--- src/rtl/ctrl_pkg.sv ---
`default_nettype none
// ============================================================================
// Module      : ctrl_pkg
// Description : Shared definitions for the multicycle controller and the
//               datapath: decoded instruction classes, controller states and
//               the encodings of the PC, writeback and access-size selects.
// Revision    : 1.0 - initial release
// ============================================================================
package ctrl_pkg;

    // Pre-decoded instruction class delivered by the instruction decoder.
    typedef enum logic [3:0] {
        CLS_ALU_R   = 4'd0,
        CLS_ALU_I   = 4'd1,
        CLS_SLT_R   = 4'd2,
        CLS_SLT_I   = 4'd3,
        CLS_MUL_LO  = 4'd4,
        CLS_MUL_HI  = 4'd5,
        CLS_LOAD    = 4'd6,
        CLS_STORE   = 4'd7,
        CLS_BEQ     = 4'd8,
        CLS_BNE     = 4'd9,
        CLS_J       = 4'd10,
        CLS_JAL     = 4'd11,
        CLS_JR      = 4'd12,
        CLS_MFSR    = 4'd13,
        CLS_HALT    = 4'd14,
        CLS_ILLEGAL = 4'd15
    } instr_class_e;

    // Controller states; the encoding is visible on the debug port.
    typedef enum logic [3:0] {
        ST_RST       = 4'd0,
        ST_FETCH     = 4'd1,
        ST_DECODE    = 4'd2,
        ST_EXEC      = 4'd3,
        ST_MUL_WAIT  = 4'd4,
        ST_MEM_RD    = 4'd5,
        ST_MEM_LATCH = 4'd6,
        ST_MEM_WR    = 4'd7,
        ST_WB        = 4'd8,
        ST_HALT      = 4'd9,
        ST_FAULT     = 4'd10
    } state_e;

    // Next-PC source select.
    localparam logic [1:0] c_PC_SEL_PLUS4  = 2'd0;
    localparam logic [1:0] c_PC_SEL_BRANCH = 2'd1;
    localparam logic [1:0] c_PC_SEL_JR     = 2'd2;
    localparam logic [1:0] c_PC_SEL_JUMP   = 2'd3;

    // Register-file write address select.
    localparam logic [1:0] c_WADDR_RD = 2'd0;
    localparam logic [1:0] c_WADDR_RT = 2'd1;
    localparam logic [1:0] c_WADDR_RA = 2'd2;

    // Register-file write data select.
    localparam logic [1:0] c_WDATA_ALU = 2'd0;
    localparam logic [1:0] c_WDATA_MDR = 2'd1;
    localparam logic [1:0] c_WDATA_PC4 = 2'd2;
    localparam logic [1:0] c_WDATA_SR  = 2'd3;

    // Data-memory access size.
    localparam logic [1:0] c_MEM_BYTE = 2'd0;
    localparam logic [1:0] c_MEM_HALF = 2'd1;
    localparam logic [1:0] c_MEM_WORD = 2'd2;

    // Anything narrower than a full word must be merged into the existing
    // memory word, so it takes the read-modify-write path.
    function automatic logic f_is_subword(input logic [1:0] size);
        return (size != c_MEM_WORD);
    endfunction

endpackage
`default_nettype wire

--- src/rtl/multi_ctrl_fsm_mul_watchdog.sv ---
`default_nettype none
// ============================================================================
// Module      : mul_watchdog
// Description : Cycle counter for the multiplier wait state. Cleared when the
//               controller enters the wait state, counts 0,1,2,... while
//               enabled and flags the last permitted cycle.
// Ports       : clk, rst   - clock, asynchronous active-high reset
//               i_clr      - clear the count (wait-state entry)
//               i_en       - controller is in the wait state
//               o_timeout  - current cycle is index MUL_TIMEOUT-1
// Revision    : 1.0 - initial release
// ============================================================================
module mul_watchdog #(
    parameter int MUL_TIMEOUT = 16
) (
    input  logic clk,
    input  logic rst,
    input  logic i_clr,
    input  logic i_en,
    output logic o_timeout
);

    localparam int              c_CW   = (MUL_TIMEOUT > 1) ? $clog2(MUL_TIMEOUT) : 1;
    localparam logic [c_CW-1:0] c_LAST = c_CW'(MUL_TIMEOUT - 1);

    logic [c_CW-1:0] r_cnt;

    // Count holds at the last index so it can never wrap back to a
    // non-timeout value if the controller lingered.
    always_ff @(posedge clk or posedge rst) begin
        if (rst) begin
            r_cnt <= '0;
        end else if (i_clr) begin
            r_cnt <= '0;
        end else if (i_en && (r_cnt != c_LAST)) begin
            r_cnt <= r_cnt + c_CW'(1);
        end
    end

    assign o_timeout = i_en && (r_cnt == c_LAST);

endmodule
`default_nettype wire

--- src/rtl/multi_ctrl_fsm.sv ---
`default_nettype none
// ============================================================================
// Module      : multi_ctrl_fsm
// Description : Main sequencing FSM of the multicycle datapath
//               (fetch/decode/execute/memory/writeback) with run/step gating,
//               halt and fault handling, a multiplier watchdog and a
//               retired-instruction counter.
// Ports       : clk, rst        - clock, asynchronous active-high reset
//               run, step       - free-run level / single-fetch pulse
//               instr_class     - decoded class, stable while IR is stable
//               mem_size        - decoded access size
//               mul_valid_out   - multiplier result ready
//               clr_pc..flag_en - datapath strobes and mux selects
//               clr_flag        - status flag clear
//               halted, fault   - sticky status
//               state_dbg       - current state encoding
//               retired_cnt     - instructions retired (wraps)
// Revision    : 1.0 - initial release
// ============================================================================
module multi_ctrl_fsm #(
    parameter int MUL_TIMEOUT = 16,
    parameter int CNT_W       = 16
) (
    input  logic             clk,
    input  logic             rst,
    input  logic             run,
    input  logic             step,
    input  logic [3:0]       instr_class,
    input  logic [1:0]       mem_size,
    input  logic             mul_valid_out,
    output logic             clr_pc,
    output logic             ld_pc,
    output logic [1:0]       pc_sel,
    output logic             clr_ir,
    output logic             ld_ir,
    output logic             ld_a,
    output logic             ld_b,
    output logic             ld_aluout,
    output logic             ld_mdr,
    output logic             alu_b_sel,
    output logic             use_slt,
    output logic             use_mul,
    output logic             mul_valid_in,
    output logic             mem_en_ctrl,
    output logic             mem_wen_ctrl,
    output logic             reg_we,
    output logic [1:0]       waddr_sel,
    output logic [1:0]       wdata_sel,
    output logic             flag_en,
    output logic [3:0]       clr_flag,
    output logic             halted,
    output logic             fault,
    output logic [3:0]       state_dbg,
    output logic [CNT_W-1:0] retired_cnt
);

    import ctrl_pkg::*;

    state_e           r_state;
    state_e           w_next;
    instr_class_e     w_cls;
    logic             w_mul_timeout;
    logic             w_mul_enter;
    logic [CNT_W-1:0] r_retired;

    assign w_cls = instr_class_e'(instr_class);

    // ------------------------------------------------------------------
    // State register
    // ------------------------------------------------------------------
    always_ff @(posedge clk or posedge rst) begin
        if (rst) begin
            r_state <= ST_RST;
        end else begin
            r_state <= w_next;
        end
    end

    // ------------------------------------------------------------------
    // Next-state logic
    // ------------------------------------------------------------------
    always_comb begin
        w_next = r_state;
        case (r_state)
            ST_RST:    w_next = ST_FETCH;
            ST_FETCH:  if (run || step) w_next = ST_DECODE;
            ST_DECODE: w_next = (w_cls == CLS_ILLEGAL) ? ST_FAULT : ST_EXEC;
            ST_EXEC: begin
                case (w_cls)
                    CLS_ALU_R, CLS_ALU_I,
                    CLS_SLT_R, CLS_SLT_I:   w_next = ST_WB;
                    CLS_MUL_LO, CLS_MUL_HI: w_next = ST_MUL_WAIT;
                    CLS_LOAD:               w_next = ST_MEM_RD;
                    CLS_STORE:              w_next = f_is_subword(mem_size) ? ST_MEM_RD : ST_MEM_WR;
                    CLS_BEQ, CLS_BNE, CLS_J,
                    CLS_JAL, CLS_JR, CLS_MFSR: w_next = ST_FETCH;
                    CLS_HALT:               w_next = ST_HALT;
                    default:                w_next = ST_FAULT;
                endcase
            end
            // A result on the final permitted cycle still completes.
            ST_MUL_WAIT: begin
                if (mul_valid_out) begin
                    w_next = ST_WB;
                end else if (w_mul_timeout) begin
                    w_next = ST_FAULT;
                end
            end
            ST_MEM_RD:    w_next = ST_MEM_LATCH;
            // Sub-word stores come through here to capture the merge word.
            ST_MEM_LATCH: w_next = (w_cls == CLS_STORE) ? ST_MEM_WR : ST_WB;
            ST_MEM_WR:    w_next = ST_FETCH;
            ST_WB:        w_next = ST_FETCH;
            ST_HALT:      w_next = ST_HALT;
            ST_FAULT:     w_next = ST_FAULT;
            default:      w_next = ST_FAULT;
        endcase
    end

    // ------------------------------------------------------------------
    // Output decode
    // ------------------------------------------------------------------
    always_comb begin
        clr_pc       = 1'b0;
        ld_pc        = 1'b0;
        pc_sel       = c_PC_SEL_PLUS4;
        clr_ir       = 1'b0;
        ld_ir        = 1'b0;
        ld_a         = 1'b0;
        ld_b         = 1'b0;
        ld_aluout    = 1'b0;
        ld_mdr       = 1'b0;
        alu_b_sel    = 1'b0;
        use_slt      = 1'b0;
        use_mul      = 1'b0;
        mul_valid_in = 1'b0;
        mem_en_ctrl  = 1'b0;
        mem_wen_ctrl = 1'b0;
        reg_we       = 1'b0;
        waddr_sel    = c_WADDR_RD;
        wdata_sel    = c_WDATA_ALU;
        flag_en      = 1'b0;
        clr_flag     = 4'h0;
        halted       = 1'b0;
        fault        = 1'b0;
        case (r_state)
            ST_RST: begin
                clr_pc   = 1'b1;
                clr_ir   = 1'b1;
                clr_flag = 4'hF;
            end
            ST_FETCH: begin
                ld_ir = run || step;
            end
            ST_DECODE: begin
                ld_a = 1'b1;
                ld_b = 1'b1;
            end
            ST_EXEC: begin
                case (w_cls)
                    CLS_ALU_R, CLS_ALU_I, CLS_SLT_R, CLS_SLT_I: begin
                        ld_aluout = 1'b1;
                        alu_b_sel = (w_cls == CLS_ALU_I) || (w_cls == CLS_SLT_I);
                        use_slt   = (w_cls == CLS_SLT_R) || (w_cls == CLS_SLT_I);
                    end
                    CLS_MUL_LO, CLS_MUL_HI: begin
                        // EXEC lasts one cycle, so this is a single pulse.
                        mul_valid_in = 1'b1;
                    end
                    CLS_LOAD, CLS_STORE: begin
                        alu_b_sel = 1'b1;
                        ld_aluout = 1'b1;
                    end
                    CLS_BEQ, CLS_BNE: begin
                        ld_pc  = 1'b1;
                        pc_sel = c_PC_SEL_BRANCH;
                    end
                    CLS_J: begin
                        ld_pc  = 1'b1;
                        pc_sel = c_PC_SEL_JUMP;
                    end
                    CLS_JAL: begin
                        // Link write uses PC+4 of the old PC in the same cycle.
                        ld_pc     = 1'b1;
                        pc_sel    = c_PC_SEL_JUMP;
                        reg_we    = 1'b1;
                        waddr_sel = c_WADDR_RA;
                        wdata_sel = c_WDATA_PC4;
                    end
                    CLS_JR: begin
                        ld_pc  = 1'b1;
                        pc_sel = c_PC_SEL_JR;
                    end
                    CLS_MFSR: begin
                        reg_we    = 1'b1;
                        waddr_sel = c_WADDR_RD;
                        wdata_sel = c_WDATA_SR;
                        ld_pc     = 1'b1;
                        pc_sel    = c_PC_SEL_PLUS4;
                    end
                    default: begin
                    end
                endcase
            end
            ST_MUL_WAIT: begin
                use_mul   = 1'b1;
                ld_aluout = mul_valid_out;
            end
            ST_MEM_RD: begin
                mem_en_ctrl = 1'b1;
            end
            ST_MEM_LATCH: begin
                ld_mdr = 1'b1;
            end
            ST_MEM_WR: begin
                mem_en_ctrl  = 1'b1;
                mem_wen_ctrl = 1'b1;
                ld_pc        = 1'b1;
                pc_sel       = c_PC_SEL_PLUS4;
            end
            ST_WB: begin
                reg_we = 1'b1;
                ld_pc  = 1'b1;
                pc_sel = c_PC_SEL_PLUS4;
                case (w_cls)
                    CLS_LOAD: begin
                        waddr_sel = c_WADDR_RT;
                        wdata_sel = c_WDATA_MDR;
                    end
                    CLS_ALU_I, CLS_SLT_I: begin
                        waddr_sel = c_WADDR_RT;
                        wdata_sel = c_WDATA_ALU;
                    end
                    default: begin
                        waddr_sel = c_WADDR_RD;
                        wdata_sel = c_WDATA_ALU;
                    end
                endcase
                flag_en = (w_cls == CLS_ALU_R) || (w_cls == CLS_ALU_I) ||
                          (w_cls == CLS_SLT_R) || (w_cls == CLS_SLT_I);
            end
            ST_HALT: begin
                halted = 1'b1;
            end
            ST_FAULT: begin
                fault  = 1'b1;
                halted = 1'b1;
            end
            default: begin
            end
        endcase
    end

    // ------------------------------------------------------------------
    // Multiplier watchdog: cleared on the EXEC -> MUL_WAIT transition so
    // the first wait cycle sees count 0.
    // ------------------------------------------------------------------
    assign w_mul_enter = (r_state != ST_MUL_WAIT) && (w_next == ST_MUL_WAIT);

    mul_watchdog #(
        .MUL_TIMEOUT (MUL_TIMEOUT)
    ) u_mul_watchdog (
        .clk       (clk),
        .rst       (rst),
        .i_clr     (w_mul_enter),
        .i_en      (r_state == ST_MUL_WAIT),
        .o_timeout (w_mul_timeout)
    );

    // ------------------------------------------------------------------
    // Retired-instruction counter: every instruction retires on exactly
    // the edge that loads the PC.
    // ------------------------------------------------------------------
    always_ff @(posedge clk or posedge rst) begin
        if (rst) begin
            r_retired <= '0;
        end else if (ld_pc) begin
            r_retired <= r_retired + CNT_W'(1);
        end
    end

    assign retired_cnt = r_retired;
    assign state_dbg   = r_state;

endmodule
`default_nettype wire

--- config.mk ---
export PLATFORM = sky130hd
export DESIGN_NAME = multi_ctrl_fsm
export DESIGN_NICKNAME = d
export VERILOG_FILES = /design/src/rtl/ctrl_pkg.sv /design/src/rtl/multi_ctrl_fsm_mul_watchdog.sv /design/src/rtl/multi_ctrl_fsm.sv
export SDC_FILE = /design/constraint.sdc
export NUM_CORES = 1
export LEC_CHECK = 0
export CAP_MARGIN = 25
export CORE_MARGIN = 4
export CORE_UTILIZATION = 35
export CTS_BUF_LIST = sky130_fd_sc_hd__clkbuf_4
export CTS_CLUSTER_SIZE = 16
export DETAILED_ROUTE_END_ITERATION = 8
export GPL_ROUTABILITY_DRIVEN = 0
export PLACE_DENSITY = 0.74
export SLEW_MARGIN = 20
export SYNTH_ARGS = -nofsm -noshare
export SYNTH_HDL_FRONTEND = slang
export SYNTH_SLANG_ARGS = --single-unit
--- constraint.sdc ---
create_clock -name clk -period 1.9 [get_ports clk]
set_clock_uncertainty 0.05 [all_clocks]
set_input_delay 0.38 -clock clk [delete_from_list [all_inputs] [get_ports clk]]
set_output_delay 0.38 -clock clk [all_outputs]
set_load 0.01 [all_outputs]
==> summary.md <==
| Metric | Value |
|---|---|
| Outcome | `finished with violations` |
| Failing checks | `setup timing` |
| Post-synthesis compound-gate area fraction | `between 20% and 30%` |
| Post-synthesis adder-cell area fraction | `1.466%` |
| Syn avg cell area | `9.326 µm²` |
| Most common cell after layout, fill and taps aside | `buf_4` |
| Synth warn | `0` |
| Hold Violations, Final | `0` |
| Worst-margin pin slew | `0.4591 ns` |
| Diode count | `0` |
| XOR/XNOR share of the synthesized area | `8.724%` |
| Input/output buffers | `58` |
| Num ports | `59` |
| Drt first pass iters | `4` |
| Leakage | `1.264 nW` |
| Reg clk slew, reported paths | `0.15 ns` |
| Layout Nets | `303` |
| Commonest cells after routing, fill and taps aside | `buf_4, buf_2, clkdlybuf4s50_1, dfrtp_1, xor2_1` |
| CP Capture Type | `output port` |
| HP Class | `in -> async` |
| Cell count after synthesis | `about 180` |
| Initial antenna violation count | `0` |
| First-pass GRT wire length | `8645 µm` |
| TNS Setup | `-3.869 ns` |
| Worst path slowest cell | `dfrtp_2` |
| WP data required | `around 1.5 ns` |
| Clock latency on the worst-skew pair | `between 0.3 and 0.4 ns` |
| Final period utilization | `115.1%` |
| Pin count of the biggest net entering global routing | `25` |
| Post-Synth Simple-Gate Area | `24.71%` |
| Initial DRC Count | `104` |
| Setup violators final | `26` |
| Final HPWL DP | `3519 µm` |
| CTS H-tree depth | `1` |
| Register bit total from synthesis | `24` |
| Max Root-Sink Buffers | `2` |
| Placed inst area | `0.002581 mm²` |
| Layout cells sized above 1 | `47.40%` |
| Chip Width | `77.83 µm` |
| Slew headroom | `between 60% and 70%` |
| DR DRC count | `0` |
| Async set-or-reset flop fraction in the synthesized netlist | `100.0%` |
| Footprint of the multi-input gates | `0.001229 mm²` |
| CP max FO | `3` |
| Pwr Density | `333.7 mW/mm²` |
| Reg2reg end | `retired_cnt[11]$_DFFE_PP0P_` |
| Post-synth top flop | `dfrtp_1` |
| Largest family of logic cells by synthesized area | `simple AND/OR/NAND/NOR gates` |
| Cell variety after synth | `48` |
| Via count | `1796` |
| Starting density of the core | `36.13%` |
| Mapped Nets | `about 200` |
| CTS tree | `yes` |
| CP arrival | `1.76 ns` |
| FF-to-FF setup slack | `-0.06 ns` |
| Register area share after synthesis | `35.19%` |
| VDD IR max | `0.5663 mV` |
| Die H | `77.83 µm` |
| Grt ovf | `0` |
| Final min period | `~2.2 ns` |
| Crit Path Class | `reg -> out` |
| Achievable clock frequency | `between 400 and 500 MHz` |
| Root buf cell | `clkbuf_4` |
| Routed WL | `between 5000 and 6000 µm` |
| Worst r2r path cells | `6` |
| Final design area excluding fillers | `0.003009 mm²` |
| Area Growth Syn to Fin | `76.32%` |
| Critical-path cell list | `buf_6, and4bb_2, nand3_2, nor2_2, o21a_1, buf_2` |
| Max-Cap Viols | `0` |
| Routed Antenna Nets | `0` |
| Number of global-route vias before repair | `roughly 1800` |
| Routed len/inst | `15.08 µm` |
| Worst R2R Start | `state_dbg[2]$_DFF_PP0_` |
| Die Area | `0.006058 mm²` |
| Avg Vias per Cell | `5.045` |
| # fillers | `377` |
| Unrepaired setup endpoints after global routing | `true` |
| Startpoint Class | `flop` |
| Reg area | `just over 600 µm²` |
| Max incr delay on CP | `0.47 ns` |
| Post-synthesis mux area share | `under 10%` |
| Post-synth EDFFs | `0` |
| Core ar. | `0.004723 mm²` |
| TritonCTS buffer count | `3` |
| Gr usage total | `17.37%` |
| CTS sink cnt | `24` |
| Synth Cell Area | `roughly 0.0017 mm²` |
| Row cnt | `25` |
| Slew Viols, Final | `0` |
| Setup ws final | `-0.2866 ns` |
metal layers:
metal / vias to the layer above / track usage (%) / share of wire [%]
met4: 0 / 3.737 / 1.3
li1: 877 / - / -
met1: 862 / 22.02 / 43
met2: 49 / 30.05 / 51
met5: - / 0 / 0
met3: 8 / 3.828 / 4.5
flip-flops by register name, summed over array words and instances (netlist names):
| name | flops |
|---|---|
| retired_cnt | 16 |
| state_dbg | 4 |
| u_mul_watchdog.r_cnt | 4 |
synth_stat cells (all sizes together) (3+ instances only):
cell type	n	area share [%]
clkbuf	6	1.3
nand2b	7	3.0
a2111oi	6	6.0
a211oi	4	2.1
and3	4	1.5
nand4	3	1.1
nand3	11	3.2
o211ai	3	2.1
a21oi	9	2.6
nor2b	3	1.1
xor2	17	8.7
nor3	4	1.2
and2	4	1.5
inv	4	0.88
o21ai	7	2.1
buf	11	5.3
o21a	3	1.3
nor2	14	3.1
dfrtp	24	35
nand2	12	2.6
through the flow:
step           total power, mW  setup WS, ns  utilization [%]  hold slack [ns]  std cells
2_1_floorplan           0.5672       -0.1880                -           0.3446        183
3_3_place_gp            0.6199       -0.6059            54.65           0.4095        332
3_5_place_dp            0.6229       -0.6089            54.65           0.4105        332
4_1_cts                  1.003       -0.3699            60.26           0.3234        349
5_1_grt                  1.048       -0.3741            63.71           0.3263        356
6_report                 1.004       -0.2866            63.71           0.3189        356
area by class of cell:
| type | instances | area share, % |
|---|---|---|
| multi-input cells | 138 | 40.83 |
| inverters | 4 | 0.4990 |
| clock buffers | 3 | 0.7484 |
| well taps | 67 | 2.786 |
| clock inverters | 1 | 0.9979 |
| repair buffers | 119 | 34.10 |
| flip-flops and latches | 24 | 20.04 |
report_power, final:
group,internal (mW),switching (mW)
clock network,0.214,0.161
logic,0.0568,0.0539
registers,0.515,0.00389
total,0.785,0.219
how the worst max path moves through the flow:
stage,slack (ns),cells past startpoint,endpoint,start
floorplan,-0.19,7,wdata_sel[0],state_dbg[2]$_DFF_PP0_
global placement,-0.61,6,mul_valid_in,instr_class[2]
detailed placement,-0.61,7,waddr_sel[0],instr_class[2]
CTS,-0.37,5,wdata_sel[0],state_dbg[2]$_DFF_PP0_
global route,-0.37,6,waddr_sel[1],state_dbg[3]$_DFF_PP0_
finish,-0.29,6,wdata_sel[0],state_dbg[3]$_DFF_PP0_
timing repair:
action / 4_1_cts / 5_1_grt
hold buffers: 0 / 0
cloned: 0 / 0
pin swaps: 13 / 16
endpoints found under the hold margin: 0 / 0
resized for setup: 161 / 31
endpoints found under the setup margin: 40 / 44
setup buffers: 14 / 9
worst max-delay path: cells and delay by family (launching register included):
kind	cells	cell delay [ns]
AOI/OAI and AO/OA	1	0.13
and+or+nand+nor	3	0.56
buffers and inverters	2	0.27
DFF	1	0.47
logic make-up (layout without fill, tap and decap cells):
family          Yosys count  after routing
buf+inv                  21            127
simple gates             74             74
xor+xnor                 17             17
fa+ha+maj                 2              2
mux                       2              2
compound gates           43             43
flops                    24             24
Note: power is estimated with default switching activity, not from simulation.
